File: src/rtl/arb4_rr.sv
// Four-requester round-robin arbiter driving the select pair of a shared 4:1 mux.
// Define ARB4_BURST_LIMIT_EN to cap consecutive grant cycles per owner at BURST_MAX.
module arb4_rr #(
  parameter int unsigned BURST_MAX = 8
) (
  input  logic       clk,
  input  logic       rst,
  input  logic [3:0] req,
  output logic [3:0] gnt,
  output logic [1:0] sel,
  output logic       busy
);

  localparam logic [0:0] IDLE = 1'b0;
  localparam logic [0:0] OWN  = 1'b1;

  logic [0:0] state, state_n;
  logic [1:0] ptr, ptr_n;
  logic [3:0] gnt_n;
  logic [1:0] sel_n;
  logic       busy_n;
  logic [3:0] others_c;
  logic [1:0] win_c;
  logic       handover_c;

`ifdef ARB4_BURST_LIMIT_EN
  localparam int unsigned CW = (BURST_MAX > 1) ? $clog2(BURST_MAX) : 1;
  localparam logic [CW-1:0] CNT_LAST = CW'(BURST_MAX - 1);
  logic [CW-1:0] cnt, cnt_n;
`endif

  // First set bit of r scanning cyclically from p.
  function automatic logic [1:0] pick(input logic [3:0] r, input logic [1:0] p);
    logic [7:0] dbl;
    logic [3:0] rot;
    logic [1:0] off;
    dbl = {r, r};
    rot = dbl[p +: 4];
    if (rot[0])      off = 2'd0;
    else if (rot[1]) off = 2'd1;
    else if (rot[2]) off = 2'd2;
    else             off = 2'd3;
    return p + off;
  endfunction

  // sel doubles as the owner index while in OWN.
  always_comb begin
    state_n    = state;
    ptr_n      = ptr;
    gnt_n      = gnt;
    sel_n      = sel;
    busy_n     = busy;
    handover_c = 1'b0;
    win_c      = 2'd0;
    others_c   = req & ~gnt;
`ifdef ARB4_BURST_LIMIT_EN
    cnt_n      = cnt;
`endif
    case (state)
      IDLE: begin
        if (|req) begin
          win_c   = pick(req, ptr);
          state_n = OWN;
          gnt_n   = 4'b0001 << win_c;
          sel_n   = win_c;
          busy_n  = 1'b1;
`ifdef ARB4_BURST_LIMIT_EN
          cnt_n   = '0;
`endif
        end
      end
      default: begin
        handover_c = ~req[sel];
`ifdef ARB4_BURST_LIMIT_EN
        if ((cnt == CNT_LAST) && (|others_c)) handover_c = 1'b1;
`endif
        if (handover_c) begin
          ptr_n = sel + 2'd1;
          if (|others_c) begin
            win_c = pick(others_c, sel + 2'd1);
            gnt_n = 4'b0001 << win_c;
            sel_n = win_c;
`ifdef ARB4_BURST_LIMIT_EN
            cnt_n = '0;
`endif
          end else begin
            state_n = IDLE;
            gnt_n   = 4'b0000;
            busy_n  = 1'b0;
          end
        end else begin
`ifdef ARB4_BURST_LIMIT_EN
          if (cnt != CNT_LAST) cnt_n = cnt + CW'(1);
`endif
        end
      end
    endcase
  end

  always_ff @(posedge clk) begin
    if (rst) begin
      state <= IDLE;
      ptr   <= 2'd0;
      gnt   <= 4'b0000;
      sel   <= 2'd0;
      busy  <= 1'b0;
`ifdef ARB4_BURST_LIMIT_EN
      cnt   <= '0;
`endif
    end else begin
      state <= state_n;
      ptr   <= ptr_n;
      gnt   <= gnt_n;
      sel   <= sel_n;
      busy  <= busy_n;
`ifdef ARB4_BURST_LIMIT_EN
      cnt   <= cnt_n;
`endif
    end
  end

endmodule
File: config.mk
export PLATFORM = sky130hd
export DESIGN_NAME = arb4_rr
export DESIGN_NICKNAME = d
export VERILOG_FILES = /design/src/rtl/arb4_rr.sv
export SDC_FILE = /design/constraint.sdc
export NUM_CORES = 1
export LEC_CHECK = 0
export BUFFER_PORTS_ARGS = -buffer_cell sky130_fd_sc_hd__buf_4
export CELL_PAD_IN_SITES_DETAIL_PLACEMENT = 0
export CELL_PAD_IN_SITES_GLOBAL_PLACEMENT = 1
export CORE_MARGIN = 4
export CORE_UTILIZATION = 44
export DETAILED_ROUTE_END_ITERATION = 10
export GPL_TIMING_DRIVEN = 0
export PLACE_DENSITY_LB_ADDON = 0.1
export SLEW_MARGIN = 20
export SYNTH_ARGS = -nofsm -noshare
export SYNTH_HDL_FRONTEND = slang
export SYNTH_SLANG_ARGS = --single-unit
File: constraint.sdc
create_clock -name clk -period 6.4 [get_ports clk]
set_clock_uncertainty 0.1 [all_clocks]
set_input_delay 0.32 -clock clk [delete_from_list [all_inputs] [get_ports clk]]
set_output_delay 0.32 -clock clk [all_outputs]
set_load 0.1 [all_outputs]
# Word level (Yosys, flattened, before mapping)
# Index checks and enable logic that the tools add are counted.
# word_totals
output_inout_bits,7
input_bits,6
word_cells,55
register_bits,10
# op_classes
eq_ne,3
muxes,29
shift,4
add_sub_neg,3
n_reduce_logical,7
bitwise,3
magnitude_cmp,1
# ops
cell,n
2-bit two-way mux,13
4-bit two-way mux,4
8-bit by 3-bit variable part select with 3-bit output,2
1-bit two-way mux,11
4-bit OR reduction,2
1-bit by 2-bit left shift with 4-bit output (first input constant),2
3-bit AND reduction,2
2-bit adder,2
4-bit bitwise AND,1
2-bit != test (second input constant),2
4-bit NOT,1
2-bit AND reduction,2
2-bit by 3-bit < comparator with 1-bit output (second input constant),1
2-bit by 1-bit adder with 2-bit output (second input constant),1
1-bit binary-select mux with 2-bit select,1
2-bit by 1-bit != test with 1-bit output (second input constant),1
2-bit nonzero test,1
1-bit NOT,1

# Depth between registers and ports, before layout
# logic_depth
word_depth,14
depth_mapped,11
depth_no_buf,10

# Worst setup path before layout
# OpenSTA, ideal clock, no wires.
# synth_path
path_kind,flip-flop to flip-flop
startpoint,register sel[0]
endpoint,register sel[1]
slack_ns,3.751
t_arrival_ns,2.461
t_required_ns,6.212
n_path_buf,1
path_stages_with_launch,8
synth_period_minus_slack_ns,2.649
setup_time_ns,0.088
cell_sequence,dfxtp_1 > buf_2 > nor3_1 > a311oi_1 > o21ai_0 > ha_1 > or3_1 > a311oi_2
# synth_between
elab_chain_len,12
word_cells_on_any_way,16
cone_classes,add/sub: 2; eq/ne: 1; shift: 1; mux: 11; reduce/logical: 1
# synth_lines
element,line,source
"start, declared",10,"output logic [1:0] sel,"
"start signal, assigned",114,sel <= sel_n;
2-bit by 1-bit adder with 2-bit output,80,"win_c = pick(others_c, sel + 2'd1);"
8-bit by 3-bit variable part select with 3-bit output,38,rot = dbl[p +: 4];
1-bit two-way mux,41,else if (rot[2]) off = 2'd2;
2-bit two-way mux,40,else if (rot[1]) off = 2'd1;
2-bit two-way mux,39,if (rot[0]) off = 2'd0;
2-bit two-way mux,79,if (|others_c) begin
2-bit two-way mux,77,if (handover_c) begin
2-bit two-way mux,59,case (state)
2-bit adder,43,return p + off;
2-bit two-way mux,79,
2-bit two-way mux,77,
2-bit two-way mux,59,
# Several ways; a longest one is shown, not always the timed one. The select of a mux whose other input is x is not followed.
# A chain may end at the register's enable or synchronous reset.

# Final worst setup path
# layout_path
startpoint,register ptr[0]
endpoint,register sel[1]
# layout_between
elab_chain_len,9
# layout_lines
element,line,source
"start, declared",18,"logic [1:0] ptr, ptr_n;"
"start signal, assigned",112,ptr <= ptr_n;
8-bit by 3-bit variable part select with 3-bit output,38,
1-bit two-way mux,41,
2-bit two-way mux,40,
2-bit two-way mux,39,
2-bit two-way mux,61,if (|req) begin
2-bit two-way mux,59,
2-bit adder *,43,
2-bit two-way mux *,61,
2-bit two-way mux *,59,
# Mark *: on every way between the ends. The rest lies on a longest branch, timed or not. The select of a mux whose other input is x is not followed.

==> impl_metrics.tcl <==
set metrics [dict create \
    root_buffer "clkbuf_4" \
    max-vdd-ir-drop_uv 240 \
    cts_resized 0 \
    fin_nets 129 \
    clockBufferDepth 2 \
    rows 15 \
    powerDensity_mw_per_mm2 362 \
    synth-edff-count 0 \
    drive_gt1_share_pct 22.7 \
    dp_hpwl_mm 1.57 \
    fill_cells 168 \
    cp-start-kind "register" \
    dr.first_iter.drc_count 23 \
    cts_sinks 10 \
    antenna_cells 0 \
    viasPerCell 5.87 \
    crit_path_end_kind "register" \
    grt_max_degree 11 \
    die_area_sq_mm 0.00273 \
    fin_cells 144 \
    place_inst 141 \
    rsz0062_at_grt "no" \
    tightest_slew_ps 475 \
    slowest_delay_ps 500 \
    hp-class "in2reg" \
    fmax_ghz 0.432 \
    slew_viol_final 0 \
    core_sq_mm 0.00178 \
    clk_pin_slew_ps 60 \
    clock_latency_ps 270 \
    grt_pass1_vias 759 \
    postSynthCellCount 105 \
    cts_tree "yes" \
    postCtsHoldBufs 0 \
    total_power_mw 0.361 \
    slowest_stage "or4_1" \
    synthesis.nets 113 \
    drt_wl_total_mm 2.01 \
    port_buffers 11 \
    timing.final.crit_share_pct 36.2 \
    synth-main-ff-cell "dfxtp_1" \
    die_y_um 52.2 \
    post-route-drc-count 0 \
    antenna_found_initial 0 \
    fp.dieW_um 52.2 \
    avgSynthCellArea_sq_um 8.20 \
    place_ws_ps 4060 \
    grt_usage_pct 16.6 \
    wl_per_cell_um 14.0 \
    criticalPathCategory "reg2reg" \
    arrival_ps 2400 \
    setup_viol 0 \
    crit_fanout 9 \
    yosysWarnings 0 \
    required_ps 6490 \
    ant_nets 0 \
    io_pins 13 \
    setup-tns-final_ps 0 \
    gp_congestion 0.781 \
    ys_ff_latch 10 \
    hold_violations 0 \
    setup_slack_ps 4080 \
    period_minus_slack_ps 2320 \
    post_cts_buffers 0 \
    cts-htree-levels 1 \
    dr.pass1.iters 4 \
    async_flop_share_pct 0 \
    ys_types 47 \
    p_leak_nw 0.366 \
    ys_seq_area_share_pct 23.3 \
    grt_overflow 0 \
    maxCapViolations 0 \
    status "complete, no violations" \
    num_vias 845 \
    slew_headroom_pct 68.1 \
    crit_path_cell_trace "buf_6 > and3b_1 > o21ai_0 > o211ai_1 > ha_1 > or4_1 > nand4_2 > a21oi_2 > a311oi_2" \
    grt_pass1_wl_mm 3.31 \
    area_growth_pct 15.8 \
    cts_buffers 3 \
    syn_area_sq_um 861 \
    hold_ws_ps 344 \
    start_util_pct 48.3 \
]
## per-layer routing
metal,share of wire (%),wire length (um),track usage [%]
met5,0,0,0
met4,2.2,44,8.94
met3,5.0,101,3.13
met2,44,891,26.4
met1,48,975,21.0
## cell families (layout without fill, tap and decap cells)
logic type,Yosys count,count (layout),synth area share (%)
and+or+nand+nor,45,45,31.0
buffers and inverters,10,24,5.38
xor gates and xnor gates,2,2,2.04
adders and majority gates,2,2,2.91
AOI/OAI and AO/OA,33,33,29.8
muxes,3,3,5.67
DFF,10,10,23.3
## worst paths after layout
path               start  endpoint  slack (ps)  cells after the start
setup / recovery  ptr[0]    sel[1]        4080                      9
hold / removal       rst    ptr[1]         340                      2
setup reg to reg  ptr[0]    sel[1]        4080                      9
hold reg to reg     busy      busy         390                      2
## report_power, final
part	total, mW	leakage, nW	switching, mW	internal (mW)
logic	0.230	0.270	0.156	0.0743
registers	0.0885	0.0826	0.0135	0.0750
clock network	0.0426	0.0138	0.0208	0.0217
## worst max-delay path: cells and delay by family, from the launching register on
kind	cells	cell delay, ps
DFF	1	320
adders and majority gates	1	230
buffers and inverters	1	130
and+or+nand+nor	3	840
AOI/OAI and AO/OA	4	610
## registers in the layout, indices dropped and copies added, names as in the netlist
name / count
gnt: 4
ptr: 2
sel: 2
busy: 1
state: 1
## Yosys cell counts, drive strengths merged (3+ instances only)
cell,instances,area (sq um)
inv,5,18.8
nand2b,7,48.8
a21oi,7,38.8
o31ai,4,35.0
dfxtp,10,200
nor2,11,41.3
nor2b,5,31.3
buf,3,20.0
nor3,5,25.0
a211oi,4,42.5
a311oi,3,32.5
o21ai,6,30.0
## cell type report
cell class | count | area [sq um] | share of cell area (%)
timing repair buffer | 11 | 82.6 | 8.28
tap | 25 | 31.3 | 3.14
clock buffer | 3 | 22.5 | 2.26
multi-input combinational | 85 | 614 | 61.6
buffer | 4 | 23.8 | 2.38
sequential | 10 | 200 | 20.1
inverter | 6 | 22.5 | 2.26
## per-stage QoR
step | utilization, % | area, sq um
floorplan | - | 861
global placement | 54.7 | 975
detailed placement | 54.7 | 975
CTS | 55.9 | 997
global route | 55.9 | 997
finish | 55.9 | 997
## cell usage in the layout (no fill, tap or decap), types with 2 or more instances in the layout
| cell | n |
|---|---|
| nand3_1 | 2 |
| and2_1 | 2 |
| nand2b_2 | 2 |
| nor3_1 | 5 |
| buf_4 | 11 |
| nor2_1 | 11 |
| dfxtp_1 | 10 |
| or3_1 | 2 |
| clkbuf_4 | 3 |
| a22oi_1 | 2 |
| nand2_1 | 2 |
| o21ai_0 | 6 |
| ha_1 | 2 |
| nor2b_1 | 5 |
| nand2b_1 | 5 |
| a21oi_1 | 6 |
| inv_1 | 5 |
| o2bb2a_1 | 2 |
| a211oi_1 | 3 |
| a311oi_1 | 2 |
| o31ai_1 | 3 |
Note: power is estimated with default switching activity, not from simulation.
